[src/rtl/pipe_hazard_irq_ctrl_pkg.sv]
// Shared types and constants for the pipeline hazard / interrupt sequencer.
// Latency: n/a (declarations only).
// Backpressure: n/a.
package pipe_ctrl_pkg;

  typedef enum logic [1:0] {
    RUN      = 2'd0,
    IRQ_PEND = 2'd1,
    TRAP     = 2'd2
  } irq_state_e;

  // addi x0, x0, 0 -- what a flushed IF/ID slot decodes as
  localparam logic [31:0] NOP_INSN = 32'h0000_0013;
  localparam logic [4:0]  REG_ZERO = 5'd0;

endpackage

[src/rtl/pipe_hazard_irq_ctrl_if.sv]
// Bundle of pipeline status inputs and stall/flush/redirect/trap outputs.
// Latency: n/a (wires only).
// Backpressure: lsu_busy from MEM is the only hold source carried here.
// Ports: master = pipeline/CSR side, slave = sequencer side.
interface pipe_hazard_irq_ctrl_if #(
  parameter int XLEN = 32
);
  logic            i_lsu_busy;
  logic [4:0]      i_id_rs1;
  logic [4:0]      i_id_rs2;
  logic            i_id_use_rs1;
  logic            i_id_use_rs2;
  logic [4:0]      i_ex_rd;
  logic            i_ex_rd_wren;
  logic            i_ex_is_load;
  logic            i_ex_insn_vld;
  logic [XLEN-1:0] i_ex_pc;
  logic            i_ex_mispredict;
  logic [XLEN-1:0] i_ex_br_target;
  logic            i_ex_is_mret;
  logic            i_irq_req;
  logic [XLEN-1:0] i_mtvec;
  logic [XLEN-1:0] i_mepc;

  logic            o_pc_stall;
  logic            o_ifid_stall;
  logic            o_ifid_flush;
  logic            o_idex_stall;
  logic            o_idex_flush;
  logic            o_exmem_stall;
  logic            o_exmem_flush;
  logic            o_redirect;
  logic [XLEN-1:0] o_redirect_pc;
  logic            o_trap_take;
  logic [XLEN-1:0] o_trap_epc;
  logic [1:0]      o_irq_state;

  modport master (
    output i_lsu_busy, i_id_rs1, i_id_rs2, i_id_use_rs1, i_id_use_rs2,
           i_ex_rd, i_ex_rd_wren, i_ex_is_load, i_ex_insn_vld, i_ex_pc,
           i_ex_mispredict, i_ex_br_target, i_ex_is_mret, i_irq_req,
           i_mtvec, i_mepc,
    input  o_pc_stall, o_ifid_stall, o_ifid_flush, o_idex_stall,
           o_idex_flush, o_exmem_stall, o_exmem_flush, o_redirect,
           o_redirect_pc, o_trap_take, o_trap_epc, o_irq_state
  );

  modport slave (
    input  i_lsu_busy, i_id_rs1, i_id_rs2, i_id_use_rs1, i_id_use_rs2,
           i_ex_rd, i_ex_rd_wren, i_ex_is_load, i_ex_insn_vld, i_ex_pc,
           i_ex_mispredict, i_ex_br_target, i_ex_is_mret, i_irq_req,
           i_mtvec, i_mepc,
    output o_pc_stall, o_ifid_stall, o_ifid_flush, o_idex_stall,
           o_idex_flush, o_exmem_stall, o_exmem_flush, o_redirect,
           o_redirect_pc, o_trap_take, o_trap_epc, o_irq_state
  );
endinterface

[src/rtl/pipe_hazard_irq_ctrl_hazard_detect.sv]
// Load-use comparator: EX load whose rd feeds a source operand of the ID insn.
// Latency: combinational.
// Backpressure: none; result is qualified by the sequencer's priority chain.
// Ports: ID rs1/rs2 + use flags, EX rd/wren/is_load in; load_use out.
module hazard_detect
  import pipe_ctrl_pkg::*;
(
  input  logic [4:0] id_rs1,
  input  logic [4:0] id_rs2,
  input  logic       id_use_rs1,
  input  logic       id_use_rs2,
  input  logic [4:0] ex_rd,
  input  logic       ex_rd_wren,
  input  logic       ex_is_load,
  output logic       load_use
);
  logic rs1_hit;
  logic rs2_hit;

  assign rs1_hit  = id_use_rs1 && (id_rs1 == ex_rd);
  assign rs2_hit  = id_use_rs2 && (id_rs2 == ex_rd);
  // x0 is never a real dependency
  assign load_use = ex_is_load && ex_rd_wren && (ex_rd != REG_ZERO) &&
                    (rs1_hit || rs2_hit);
endmodule

[src/rtl/pipe_hazard_irq_ctrl.sv]
// Pipeline stall/flush/redirect sequencer with interrupt entry and mret return.
// Latency: controls are combinational from inputs; FSM/refill counter 1 cycle.
// Backpressure: lsu_busy holds all four stages and freezes the FSM and counter.
// Ports: i_clk, i_rst_n (sync, active-low), bus (slave side of the ctrl if).
module pipe_hazard_irq_ctrl
  import pipe_ctrl_pkg::*;
#(
  parameter int XLEN          = 32,
  parameter int REFILL_CYCLES = 3
) (
  input  logic                   i_clk,
  input  logic                   i_rst_n,
  pipe_hazard_irq_ctrl_if.slave  bus
);
  localparam int             CW        = (REFILL_CYCLES > 0) ? $clog2(REFILL_CYCLES + 1) : 1;
  localparam logic [CW-1:0]  REFILL_LD = CW'(REFILL_CYCLES);

  irq_state_e      state_q, state_d;
  logic [CW-1:0]   cnt_q, cnt_d;
  logic [XLEN-1:0] epc_q, epc_d;

  logic load_use;
  logic busy;
  logic mret_fire;
  logic redir_evt;
  logic capture;

  hazard_detect u_hazard_detect (
    .id_rs1     (bus.i_id_rs1),
    .id_rs2     (bus.i_id_rs2),
    .id_use_rs1 (bus.i_id_use_rs1),
    .id_use_rs2 (bus.i_id_use_rs2),
    .ex_rd      (bus.i_ex_rd),
    .ex_rd_wren (bus.i_ex_rd_wren),
    .ex_is_load (bus.i_ex_is_load),
    .load_use   (load_use)
  );

  assign busy      = bus.i_lsu_busy;
  assign mret_fire = bus.i_ex_insn_vld && bus.i_ex_is_mret;
  assign redir_evt = mret_fire || bus.i_ex_mispredict;
  // The EX instruction becomes the interrupted one; a redirecting EX insn
  // is never chosen because its successor PC is not yet architectural.
  assign capture   = (state_q == IRQ_PEND) && bus.i_irq_req &&
                     bus.i_ex_insn_vld && !redir_evt;

  // State register
  always_ff @(posedge i_clk) begin
    if (!i_rst_n) begin
      state_q <= RUN;
      cnt_q   <= '0;
      epc_q   <= '0;
    end else begin
      state_q <= state_d;
      cnt_q   <= cnt_d;
      epc_q   <= epc_d;
    end
  end

  // Next state
  always_comb begin
    state_d = state_q;
    cnt_d   = cnt_q;
    epc_d   = epc_q;
    if (!busy) begin
      if (cnt_q != '0) cnt_d = cnt_q - CW'(1);
      if (state_q != TRAP && mret_fire) cnt_d = REFILL_LD;
      case (state_q)
        RUN: begin
          if (!redir_evt && bus.i_irq_req && cnt_q == '0) state_d = IRQ_PEND;
        end
        IRQ_PEND: begin
          if (!redir_evt) begin
            if (!bus.i_irq_req) begin
              state_d = RUN;
            end else if (capture) begin
              state_d = TRAP;
              epc_d   = bus.i_ex_pc;
            end
          end
        end
        TRAP: begin
          state_d = RUN;
          cnt_d   = REFILL_LD;
        end
        default: state_d = RUN;
      endcase
    end
  end

  // Outputs
  always_comb begin
    bus.o_pc_stall    = 1'b0;
    bus.o_ifid_stall  = 1'b0;
    bus.o_ifid_flush  = 1'b0;
    bus.o_idex_stall  = 1'b0;
    bus.o_idex_flush  = 1'b0;
    bus.o_exmem_stall = 1'b0;
    bus.o_exmem_flush = 1'b0;
    bus.o_redirect    = 1'b0;
    bus.o_redirect_pc = '0;
    bus.o_trap_take   = 1'b0;
    bus.o_trap_epc    = '0;
    bus.o_irq_state   = 2'(RUN);
    if (i_rst_n) begin
      bus.o_irq_state = 2'(state_q);
      if (busy) begin
        bus.o_pc_stall    = 1'b1;
        bus.o_ifid_stall  = 1'b1;
        bus.o_idex_stall  = 1'b1;
        bus.o_exmem_stall = 1'b1;
      end else if (state_q == TRAP) begin
        bus.o_ifid_flush  = 1'b1;
        bus.o_idex_flush  = 1'b1;
        bus.o_exmem_flush = 1'b1;
        bus.o_redirect    = 1'b1;
        bus.o_redirect_pc = bus.i_mtvec;
        bus.o_trap_take   = 1'b1;
        bus.o_trap_epc    = epc_q;
      end else if (mret_fire) begin
        bus.o_ifid_flush  = 1'b1;
        bus.o_idex_flush  = 1'b1;
        bus.o_redirect    = 1'b1;
        bus.o_redirect_pc = bus.i_mepc;
      end else if (bus.i_ex_mispredict) begin
        bus.o_ifid_flush  = 1'b1;
        bus.o_idex_flush  = 1'b1;
        bus.o_redirect    = 1'b1;
        bus.o_redirect_pc = bus.i_ex_br_target;
      end else if (capture) begin
        // Park the interrupted insn in ID/EX and keep it out of MEM; the
        // TRAP cycle then flushes it while older insns drain normally.
        bus.o_pc_stall    = 1'b1;
        bus.o_ifid_stall  = 1'b1;
        bus.o_idex_stall  = 1'b1;
        bus.o_exmem_flush = 1'b1;
      end else if (load_use) begin
        bus.o_pc_stall    = 1'b1;
        bus.o_ifid_stall  = 1'b1;
        bus.o_idex_flush  = 1'b1;
      end
    end
  end
endmodule

[src/flat_wrapper.sv]
// flat-port wrapper written by rule: the top's interface ports become plain ports
module pipe_hazard_irq_ctrl_flat import pipe_ctrl_pkg::*;
#(
  parameter int XLEN          = 32,
  parameter int REFILL_CYCLES = 3
)
  (i_clk, i_rst_n, bus_i_lsu_busy, bus_i_id_rs1, bus_i_id_rs2, bus_i_id_use_rs1, bus_i_id_use_rs2, bus_i_ex_rd, bus_i_ex_rd_wren, bus_i_ex_is_load, bus_i_ex_insn_vld, bus_i_ex_pc, bus_i_ex_mispredict, bus_i_ex_br_target, bus_i_ex_is_mret, bus_i_irq_req, bus_i_mtvec, bus_i_mepc, bus_o_pc_stall, bus_o_ifid_stall, bus_o_ifid_flush, bus_o_idex_stall, bus_o_idex_flush, bus_o_exmem_stall, bus_o_exmem_flush, bus_o_redirect, bus_o_redirect_pc, bus_o_trap_take, bus_o_trap_epc, bus_o_irq_state);
  pipe_hazard_irq_ctrl_if #(.XLEN(XLEN)) bus_i ();
  input  logic i_clk;
  input  logic i_rst_n;
  input wire logic [$bits(bus_i.i_lsu_busy)-1:0] bus_i_lsu_busy;
  input wire logic [$bits(bus_i.i_id_rs1)-1:0] bus_i_id_rs1;
  input wire logic [$bits(bus_i.i_id_rs2)-1:0] bus_i_id_rs2;
  input wire logic [$bits(bus_i.i_id_use_rs1)-1:0] bus_i_id_use_rs1;
  input wire logic [$bits(bus_i.i_id_use_rs2)-1:0] bus_i_id_use_rs2;
  input wire logic [$bits(bus_i.i_ex_rd)-1:0] bus_i_ex_rd;
  input wire logic [$bits(bus_i.i_ex_rd_wren)-1:0] bus_i_ex_rd_wren;
  input wire logic [$bits(bus_i.i_ex_is_load)-1:0] bus_i_ex_is_load;
  input wire logic [$bits(bus_i.i_ex_insn_vld)-1:0] bus_i_ex_insn_vld;
  input wire logic [$bits(bus_i.i_ex_pc)-1:0] bus_i_ex_pc;
  input wire logic [$bits(bus_i.i_ex_mispredict)-1:0] bus_i_ex_mispredict;
  input wire logic [$bits(bus_i.i_ex_br_target)-1:0] bus_i_ex_br_target;
  input wire logic [$bits(bus_i.i_ex_is_mret)-1:0] bus_i_ex_is_mret;
  input wire logic [$bits(bus_i.i_irq_req)-1:0] bus_i_irq_req;
  input wire logic [$bits(bus_i.i_mtvec)-1:0] bus_i_mtvec;
  input wire logic [$bits(bus_i.i_mepc)-1:0] bus_i_mepc;
  output wire logic [$bits(bus_i.o_pc_stall)-1:0] bus_o_pc_stall;
  output wire logic [$bits(bus_i.o_ifid_stall)-1:0] bus_o_ifid_stall;
  output wire logic [$bits(bus_i.o_ifid_flush)-1:0] bus_o_ifid_flush;
  output wire logic [$bits(bus_i.o_idex_stall)-1:0] bus_o_idex_stall;
  output wire logic [$bits(bus_i.o_idex_flush)-1:0] bus_o_idex_flush;
  output wire logic [$bits(bus_i.o_exmem_stall)-1:0] bus_o_exmem_stall;
  output wire logic [$bits(bus_i.o_exmem_flush)-1:0] bus_o_exmem_flush;
  output wire logic [$bits(bus_i.o_redirect)-1:0] bus_o_redirect;
  output wire logic [$bits(bus_i.o_redirect_pc)-1:0] bus_o_redirect_pc;
  output wire logic [$bits(bus_i.o_trap_take)-1:0] bus_o_trap_take;
  output wire logic [$bits(bus_i.o_trap_epc)-1:0] bus_o_trap_epc;
  output wire logic [$bits(bus_i.o_irq_state)-1:0] bus_o_irq_state;
  assign bus_i.i_lsu_busy = bus_i_lsu_busy;
  assign bus_i.i_id_rs1 = bus_i_id_rs1;
  assign bus_i.i_id_rs2 = bus_i_id_rs2;
  assign bus_i.i_id_use_rs1 = bus_i_id_use_rs1;
  assign bus_i.i_id_use_rs2 = bus_i_id_use_rs2;
  assign bus_i.i_ex_rd = bus_i_ex_rd;
  assign bus_i.i_ex_rd_wren = bus_i_ex_rd_wren;
  assign bus_i.i_ex_is_load = bus_i_ex_is_load;
  assign bus_i.i_ex_insn_vld = bus_i_ex_insn_vld;
  assign bus_i.i_ex_pc = bus_i_ex_pc;
  assign bus_i.i_ex_mispredict = bus_i_ex_mispredict;
  assign bus_i.i_ex_br_target = bus_i_ex_br_target;
  assign bus_i.i_ex_is_mret = bus_i_ex_is_mret;
  assign bus_i.i_irq_req = bus_i_irq_req;
  assign bus_i.i_mtvec = bus_i_mtvec;
  assign bus_i.i_mepc = bus_i_mepc;
  assign bus_o_pc_stall = bus_i.o_pc_stall;
  assign bus_o_ifid_stall = bus_i.o_ifid_stall;
  assign bus_o_ifid_flush = bus_i.o_ifid_flush;
  assign bus_o_idex_stall = bus_i.o_idex_stall;
  assign bus_o_idex_flush = bus_i.o_idex_flush;
  assign bus_o_exmem_stall = bus_i.o_exmem_stall;
  assign bus_o_exmem_flush = bus_i.o_exmem_flush;
  assign bus_o_redirect = bus_i.o_redirect;
  assign bus_o_redirect_pc = bus_i.o_redirect_pc;
  assign bus_o_trap_take = bus_i.o_trap_take;
  assign bus_o_trap_epc = bus_i.o_trap_epc;
  assign bus_o_irq_state = bus_i.o_irq_state;
  pipe_hazard_irq_ctrl #(.XLEN(XLEN), .REFILL_CYCLES(REFILL_CYCLES)) u_core (.i_clk(i_clk), .i_rst_n(i_rst_n), .bus(bus_i));
endmodule
[config.mk]
export PLATFORM = sky130hd
export DESIGN_NAME = pipe_hazard_irq_ctrl_flat
export DESIGN_NICKNAME = d
export VERILOG_FILES = /design/src/rtl/pipe_hazard_irq_ctrl_pkg.sv /design/src/rtl/pipe_hazard_irq_ctrl_if.sv /design/src/rtl/pipe_hazard_irq_ctrl_hazard_detect.sv /design/src/rtl/pipe_hazard_irq_ctrl.sv /design/src/flat_wrapper.sv
export SDC_FILE = /design/constraint.sdc
export NUM_CORES = 1
export LEC_CHECK = 0
export BUFFER_PORTS_ARGS = -buffer_cell sky130_fd_sc_hd__buf_2
export CORE_AREA = 2 2 89 91
export DETAILED_ROUTE_END_ITERATION = 6
export DIE_AREA = 0 0 91 93
export PLACE_DENSITY = 0.77
export RECOVER_POWER = 50
export SLEW_MARGIN = 15
export SYNTH_ARGS = -nofsm -noshare
export SYNTH_HDL_FRONTEND = slang
export SYNTH_SLANG_ARGS = --single-unit
[constraint.sdc]
create_clock -name i_clk -period 1.9 [get_ports i_clk]
set_clock_uncertainty 0.05 [all_clocks]
set_input_delay 0 -clock i_clk [delete_from_list [all_inputs] [get_ports i_clk]]
set_output_delay 0 -clock i_clk [all_outputs]
set_load 0.01 [all_outputs]
* Yosys cells after proc, flatten, opt, wreduce, memory -nomap -nowiden
Cells that the tools add are included.
Cells by class: add/subtract/negate cells 1, equality and inequality tests 8, multiplexer cells 49, bitwise operators 2, reductions and logical operators 23
Operators with widths (number):
- two-way mux 32 bit | 8
- two-way mux 1 bit | 32
- two-way mux 2 bit | 8
- logical AND 1 bit | 12
- equality test 5 bit | 2
- AND reduction 5 bit | 1
- nonzero test 5 bit | 1
- logical NOT 2 bit | 2
- != test 2 bit (second input constant) | 2
- case mux 2 bit (2 select lines) | 1
- AND reduction 4 bit | 1
- != test 3 x 2 -> 1 bit (second input constant) | 1
- nonzero test 3 bit | 1
- equality test 2 x 1 -> 1 bit (second input constant) | 1
- equality test 2 bit (second input constant) | 1
- logical OR 1 bit | 2
- != test 2 x 1 -> 1 bit (second input constant) | 1
- inverter 1 bit | 2
- AND reduction 2 bit | 1
- nonzero test 2 bit | 1
- subtractor 2 x 1 -> 2 bit (second input constant) | 1
- logical NOT 1 bit | 1
Storage, ports and cells: flip-flop bits (word level) 36, input bits 154, output and inout port bits 75, logic and storage cells 86

* Longest topological paths before layout
Gate-level depths: netlist of the first run.
word-level depth 11, mapped depth 6, gate-level depth less buffers 6

* Modules after synthesis
Synthesis of the first run repeated with hierarchy kept, for this count alone.
Unflattened totals: cell total of the unflattened synthesis 331, area, all modules 2344.7 µm²
Modules (own cells, without submodules):
- pipe_hazard_irq_ctrl | instances 1, cells each 314, area each 2209.6 µm², seq. area each 720.7 µm²
- hazard_detect | instances 1, cells each 17, area each 135.1 µm², seq. area each 0.0 µm²

* Least setup slack after synthesis of the first run
Ideal clock, no wire load.
kind register to output, start register u_core.state_q[1], end output port bus_o_pc_stall, data arrival time 1.551 ns, required time 1.850 ns, setup slack 0.299 ns, cell stages (with the launch flop) 7, buffers on the path 2, cell sequence dfxtp_1 nor2b_1 buf_2 nor3b_1 nand2_1 o31ai_1 buf_4
On the way: longest elaborated chain between the ends 10, elaborated cells between the ends (all ways) 11, classes of those cells eq/ne (2); mux (6); reduce/logical (3)
RTL lines:
- start: declaration | RTL line pipe_hazard_irq_ctrl.sv:18 | irq_state_e state_q, state_d;
- start signal: assignment | RTL line pipe_hazard_irq_ctrl.sv:54 | state_q <= state_d;
- equality test 2 x 1 -> 1 bit | RTL line pipe_hazard_irq_ctrl.sv:44 | assign capture = (state_q == IRQ_PEND) && bus.i_irq_req &&
- logical AND 1 bit (2 in series) | RTL line pipe_hazard_irq_ctrl.sv:44
- logical AND 1 bit | RTL line pipe_hazard_irq_ctrl.sv:45 | bus.i_ex_insn_vld && !redir_evt;
- two-way mux 1 bit (3 in series)
- two-way mux 1 bit (*) (3 in series)
- end: declaration | RTL line flat_wrapper.sv:27 | output wire logic [$bits(bus_i.o_pc_stall)-1:0] bus_o_pc_stall;
Mark *: on every way between the ends. The rest lies on a longest branch, timed or not.

* Worst setup path after layout of the first run
start register u_core.state_q[1], end output port bus_o_idex_flush
On the way: longest elaborated chain between the ends 10, elaborated cells between the ends (all ways) 11, classes of those cells eq/ne (2); mux (6); reduce/logical (3)
RTL lines:
- equality test 2 x 1 -> 1 bit | RTL line pipe_hazard_irq_ctrl.sv:44
- logical AND 1 bit (2 in series) | RTL line pipe_hazard_irq_ctrl.sv:44
- logical AND 1 bit | RTL line pipe_hazard_irq_ctrl.sv:45
- two-way mux 1 bit | RTL line pipe_hazard_irq_ctrl.sv:130 | end else if (capture) begin
- two-way mux 1 bit | RTL line pipe_hazard_irq_ctrl.sv:125 | end else if (bus.i_ex_mispredict) begin
- two-way mux 1 bit | RTL line pipe_hazard_irq_ctrl.sv:120 | end else if (mret_fire) begin
- two-way mux 1 bit (*) | RTL line pipe_hazard_irq_ctrl.sv:112 | end else if (state_q == TRAP) begin
- two-way mux 1 bit (*) | RTL line pipe_hazard_irq_ctrl.sv:107 | if (busy) begin
- two-way mux 1 bit (*) | RTL line pipe_hazard_irq_ctrl.sv:105 | if (i_rst_n) begin
- end: declaration | RTL line flat_wrapper.sv:31 | output wire logic [$bits(bus_i.o_idex_flush)-1:0] bus_o_idex_flush;
Marked as above.

==> impl_summary.md, run 1 <==
Outcome
The run finished with clean final reports.

Worst hold path
The number of instances on the worst hold path is 3. The worst hold path terminates at u_core.state_q[0]. The launch point of the worst hold path is bus_i_irq_req. The min-delay analysis places its worst path in the category input port to flop.

Yosys
The synthesized netlist cell count is between 300 and 400. The total number of yosys warnings is 0. The netlist area before placement is about 2400 µm².

In the synthesized netlist the async set-or-reset flop fraction comes to 0%. The synthesized netlist contains 38 unique library cells. The synthesized design devotes to its leading area cell type 30.0% of total area. After synthesis, the mean cell area works out to about 7.5 µm². The number of flip-flops and latches in the synthesized netlist is 36. The synthesized design contains 0 enable-type register cells. The largest total area in the synthesized netlist belongs to dfxtp_1. The most used flip-flop cell after synthesis is dfxtp_1. Yosys instantiated no cell more often than nand2_1. The part of the Yosys area used for sequential elements is 30.0%.

Yosys attributes the largest share of cell area to dfxtp_1 (30%), a222oi_1 (13%), nand2_1 (11%). Synthesis produced a netlist with a net count of between 400 and 500. Sorting the synthesized cells by how often they occur yields nand2_1 (70), and2_1 (36), dfxtp_1 (36), nor2_1 (36), a21boi_1 (33).

Route
The mean number of vias per cell is 5.03. The detailed router finished its first iteration with 236 violations. The number of detailed-route iterations in the first pass is 6. The post-detailed-route count of antenna-violating nets is 0. After detailed routing, the number of remaining DRC violations is 0. In the final routed layout, each cell accounts on average for 14.9 µm. For this block, the via count after detailed routing is 3382. The routed design has ~10 mm of wire.

GRT
The number of global-route vias before repair is 3351. The first global-routing pass estimated 15.4 mm of wire. Entering global routing, the biggest net connects 43 pins. Global routing finished with a remaining overflow of 0. The initial antenna violation count came to 0.

Global routing used about 22% of the available tracks.

Floorplan
The starting density of the core is 31.9%. For this design the top-level I/O count stands at 229. Measured along the x axis, the die boundary spans 91 µm. The height of the die is roughly 93 µm. The number of core rows is 32. The die covers 8460 µm². The placeable core region is 7530 µm².

Finish
Relative to the synthesized area, the layout overhead comes to 70.3%. In the final design database the tool counted 725 nets. The core utilization of the finished layout is a little over half. The count of cells in the finished layout, fillers not included, comes to roughly 670. The share of final-layout standard cells stronger than drive strength 1 is 43.6%. The number of inserted diodes is 0.

Worst setup path
The sort of element at the start of the critical path is a flop. The path depth of the worst reg2reg path is 5. The setup path with the least slack is of type flop to output port. Across all register-to-register paths, the minimum setup slack is 160 ps. The beginning of the worst register-to-register path is u_core.state_q[1]. The kind of end point of the critical path is an output port. The arrival time of data at the critical path endpoint is 1760 ps. The worst register-to-register path ends at u_core.epc_q[29]. For the worst setup path, the data required time is roughly 1900 ps. The maximum fanout count along the critical path is 7.

STA
Setup repair after global routing left no endpoint under its margin. The worst path meets setup with ~90 ps of slack. The final critical-path share of the clock period is 95.3%.

Timing would allow up to 0.552 GHz. The slew of the pin with the lowest slew margin is 639 ps. After layout, the minimum clock period comes to about 1800 ps.

The hold slack is between 20 and 30 ps. The total of endpoints with negative setup slack in the final report is 0. The worst pin sits at a relative slew slack of 57.4%. The number of slew-limit violations in the final report is 0. The hold violation total from the final report is 0. The aggregate negative setup slack is 0 ps.

Power and ir drop
IR analysis of the VDD net gives a maximum drop of 0.232 mV. In this run the static leakage power is a little under 2 nW. The power density over cell area is 441 nW/µm².

Place
In this run the tool buffered the top-level ports with 228 buffer cells. Once placement completed, the tool counted placed cells totaling 630. After legalization and detailed placement, the total HPWL measured 7.21 mm. The congestion estimate from routability-driven global placement came to 0.889. Prior to clock tree synthesis, the placed netlist has a worst setup slack of -109 ps.

CTS
The longest clock path from root to sink contains 2 buffers. The master cell of the clock root buffer is clkbuf_8. The sink count of the clock tree is 36. TritonCTS built the clock tree. The number of H-tree levels is 2. The clock latency reported for the late side of the worst-skew pair is 280 ps. Clock tree synthesis inserted a total of 5 buffers. After clock tree synthesis, the clock-pin slew on the worst setup and hold paths is 70 ps.

Job
The tool flagged a number of max-cap violations equal to 0.
## worst max-delay path by stage
stage | start | end | slack, ps | cells after the start
global placement | u_core.state_q[1] | bus_o_redirect_pc[25] | -30 | 5
CTS | u_core.state_q[1] | bus_o_redirect_pc[28] | 3 | 5
floorplan | u_core.state_q[1] | bus_o_pc_stall | 300 | 6
finish | u_core.state_q[1] | bus_o_idex_flush | 90 | 5
global route | u_core.state_q[1] | bus_o_idex_flush | 8 | 5
detailed placement | u_core.state_q[1] | bus_o_redirect_pc[28] | -110 | 5
## cell usage in the layout (no fill, tap or decap), types with 8 or more instances in the layout
master / count
and2_1: 36
a222oi_1: 32
buf_2: 218
dfxtp_1: 34
nand2_1: 70
clkbuf_1: 11
a21boi_0: 31
xor2_1: 8
nor2_1: 34
dlygate4sd3_1: 33
## kinds of logic after synthesis
group                      Yosys count  share of synthesized area [%]
AOI/OAI and AO/OA                   80                           28.0
xor gates and xnor gates            10                           3.64
adders and majority gates            1                          0.520
DFF                                 36                           30.0
buffers and inverters               34                           7.34
and+or+nand+nor                    158                           30.5
## metal layers
| layer | vias to the layer above | global-route usage (%) | routed length (µm) |
|---|---|---|---|
| li1 | 1633 | - | - |
| met1 | 1539 | 25.0 | 3870 |
| met2 | 186 | 41.8 | 5100 |
| met3 | 24 | 4.83 | 781 |
| met4 | 0 | 7.70 | 240 |
| met5 | - | 0 | 0 |
## sequential cells by signal (all words and copies together) (netlist names)
signal          count
u_core.cnt_q        2
u_core.epc_q       32
u_core.state_q      2
## where the power goes
group	switching [mW]	internal, mW	total (mW)
clock	0.258	0.294	0.553
sequential	0.00587	0.762	0.768
combinational	0.209	0.275	0.484
## per-stage QoR
step                      power (mW)  instance area (µm²)
after CTS                       1.83                 4050
final                           1.81                 4100
after global routing            1.90                 4100
after detailed placement        1.20                 3600
after global placement          1.19                 3600
after floorplan                0.974                 2400
## worst max-delay path, stage by stage, from the launching register on
cell and delay (ps):
dfxtp_2 410, and3b_1 240, and2_1 170, or3_1 360
o22ai_2 140, buf_2 160
## what timing repair did
| item | in CTS | in global routing |
|---|---|---|
| cloned | 1 | 1 |
| endpoints found under the hold margin | 33 | 0 |
| hold buffers | 33 | 0 |
| gates resized for setup | 5 | 15 |
| buffers inserted | 0 | 0 |
| endpoints found under the setup margin | 35 | 66 |
| pin swaps | 1 | 2 |
## layout make-up
class | instances | area, µm²
Tap cell | 102 | 128
Inverter | 4 | 15.0
Fill cell | 736 | 3430
Clock inverter | 1 | 7.51
Clock buffer | 7 | 86.3
Multi-Input combinational cell | 250 | 1570
Timing Repair Buffer | 273 | 1570
Sequential cell | 36 | 723
Power figures use the tool's default switching activity.
==> run 2, diff against run 1 <==
--- a/config.mk
+++ b/config.mk
@@ -7,6 +7,7 @@
 export LEC_CHECK = 0
 export BUFFER_PORTS_ARGS = -buffer_cell sky130_fd_sc_hd__buf_2
 export CORE_AREA = 2 2 89 91
+export CTS_BUF_LIST = sky130_fd_sc_hd__clkbuf_16
 export DETAILED_ROUTE_END_ITERATION = 6
 export DIE_AREA = 0 0 91 93
 export PLACE_DENSITY = 0.77
==> run 2 against run 1 <==
Against the previous run:
- the flow now finishes with violations (design-rule violations, negative hold slack)
- sequential power barely moved
- first-iteration DRC count increased by 2.5%
- power increased by 11%
- worst setup slack improved by 31 ps
- routed wire length decreased by 2.8%
- fmax grew 1.7%
- die area unchanged
- largest cell class unchanged
==> impl_summary.md, run 2 (synthesis gave the netlist of run 1 again) <==
Outcome
The flow ran to the end, but the final reports show violations. The final reports fail on design-rule violations, negative hold slack.

Worst setup path
The sort of element at the start of the critical path is a flop. At the worst endpoint, the required time is 1850 ps. The arrival time of data at the critical path endpoint is ~1700 ps. The kind of end point of the critical path is an output port. Of all nets on the critical path, the largest fanout is 16. The critical path in this run is classified as flop to output port. The worst register-to-register path has a setup slack of 420 ps.

Route
After detailed routing, the total wire length is 9.71 mm. The routed wire length per instance is 14.5 µm. Dividing the detail-routed via count by the number of cells gives roughly 5.0. The starting DRC count in detailed routing is 242. The detailed router placed roughly 3.4k vias in this run. Once detail routing completed, the nets flagged for antenna violations numbered 0. After detailed routing, the number of remaining DRC violations is 6. The number of detailed-route iterations in the first pass is 7.

GRT
The overflow left after global routing is 0. For this run, the total global-route usage over all layers was measured as between 20 and 25%. Entering global routing, the biggest net connects 43 pins. The wire length of the first global-routing pass is roughly 15 mm. The initial antenna violation count is 0. The number of global-route vias before repair is 3348.

Power and ir drop
In this run the static leakage power is 2.05 nW. The internal power consumption is 1.51 mW. The sequential fraction of design power is 38.4%. The net switching power is 0.489 mW.

Of the total power, the share spent switching nets is 24.4%. The combinational fraction of design power is roughly 24%. The peak supply drop is 0.312 mV. The clock network burns ~38% of the power. The power density over cell area is 487 nW/µm².

STA
The post-layout minimum cycle time is around 1800 ps. In this run the tightest slew margin relative to its limit is 53.2%. On the final layout, the worst hold slack is -1.73 ps.

The number of slew-limit violations in the final report is 0. The total of endpoints with negative setup slack in the final report is 0. The final critical-path share of the clock period is 93.7%. The hold violation total from the final report is 1.

For the pin with the worst max-slew slack, the measured transition is 702 ps. The maximum operating frequency is 0.562 GHz.

Floorplan
229 I/O pins were placed. The full die area is 8460 µm². The height of the die is ~93 µm.

The die is approximately 90 µm wide. The floorplan step defined a core boundary enclosing 7530 µm². Once the floorplan was initialized, standard cells occupied 31.9% of the core.

After floorplanning, the core was divided into 32 placement rows.

Place
The routability-driven placement congestion ratio is 0.889. The quantity of I/O buffers inserted on ports is 228. The cell area after placement is about 3600 µm². The wire-length estimate of the detail-placed layout is 7.21 mm.

CTS
TritonCTS built the clock tree. Clock-pin slew was measured on the worst setup and hold paths at approximately 50 ps. The maximum root-to-sink buffer count is 2. The H-tree was split into 2 levels.

Counting the buffers created by CTS gives 5. Counting every sink on the clock net gives 36. The clock latency reported for the late side of the worst-skew pair is 270 ps. The master cell of the clock root buffer is clkbuf_16.

Finish
The share of final-layout standard cells stronger than drive strength 1 is roughly 45%. The area growth from synthesis to layout is 71.1%. After the last flow step, the layout net total stands at 723.

Ranked by flip-flop count, first place goes to u_core.epc_q. The number of antenna diodes in the final layout is 0. In the final layout, the registers with the most flip-flops are u_core.epc_q: 32 flops, u_core.cnt_q: 2 flops, u_core.state_q: 2 flops. The most common cell after layout, fill and taps aside is buf_2. The finished cells cover 4110 µm².

Counting the fill cells in the layout gives roughly 740. The library cells used most frequently in the layout, excluding fill and tap cells, are buf_2 (228), nand2_1 (70), nor2_1 (35), and2_1 (35), dfxtp_1 (34). The number of flip-flops under the largest register name is 32.

Worst hold path
The class of the tightest hold or removal check is input port to flop.

Job
Across the run, the number of max-cap violations was 0.
## run 2: area by class of cell
| type | instances | area, µm² | share of cell area, % |
|---|---|---|---|
| clock buffers | 5 | 125 | 3.04 |
| clock inverters | 3 | 15.0 | 0.365 |
| flip-flops and latches | 36 | 723 | 17.6 |
| well taps | 102 | 128 | 3.10 |
| repair buffers | 271 | 1550 | 37.7 |
| inverters | 4 | 15.0 | 0.365 |
| multi-input cells | 250 | 1560 | 37.8 |
## run 2: per-layer routing
| metal | up-vias | global-route usage [%] | part of all wire (%) |
|---|---|---|---|
| met5 | - | 0 | 0 |
| met4 | 0 | 7.07 | 2.6 |
| met3 | 26 | 4.67 | 8.2 |
| met2 | 182 | 41.6 | 51 |
| met1 | 1516 | 25.1 | 38 |
| li1 | 1630 | - | - |
## run 2: timing repair
item,4_1_cts,5_1_grt
hold buffers,32,0
setup endpoints to repair,34,34
endpoints found under the hold margin,32,0
buffers inserted,0,0
pin swaps,1,2
gates resized for setup,4,9
gates cloned,1,0
## run 2: worst paths after layout
path / startpoint / end / cells after the start
min reg2reg: u_core.epc_q[31] / u_core.epc_q[31] / 2
max reg2reg: u_core.state_q[1] / u_core.epc_q[28] / 5
max: u_core.state_q[0] / bus_o_redirect_pc[30] / 6
min: bus_i_lsu_busy / u_core.state_q[0] / 2
## run 2: worst max-delay path: stages (launching register included)
cell and delay [ps]:
dfxtp_2 350, nand2b_1 180, and3_4 200, buf_6 150, a222oi_1 370, nor2_1 70, buf_2 140
## run 2: metrics by stage
stage,instances,total power [mW],util [%],setup slack (ps),setup TNS (ps)
2_1_floorplan,319,0.974,-,299,0
3_3_place_gp,630,1.19,47.8,-25.9,-214
3_5_place_dp,630,1.20,47.8,-109,-1920
4_1_cts,671,2.03,54.2,3.14,0
5_1_grt,671,2.11,54.7,-1.96,-1.96
6_report,671,2.00,54.7,120,0
## run 2: power groups by stage
stage	registers (mW)	clock network (mW)	logic, mW
floorplan	0.783	0	0.191
global placement	0.783	0	0.412
detailed placement	0.784	0	0.417
CTS	0.768	0.787	0.475
global route	0.770	0.817	0.526
finish	0.769	0.753	0.482
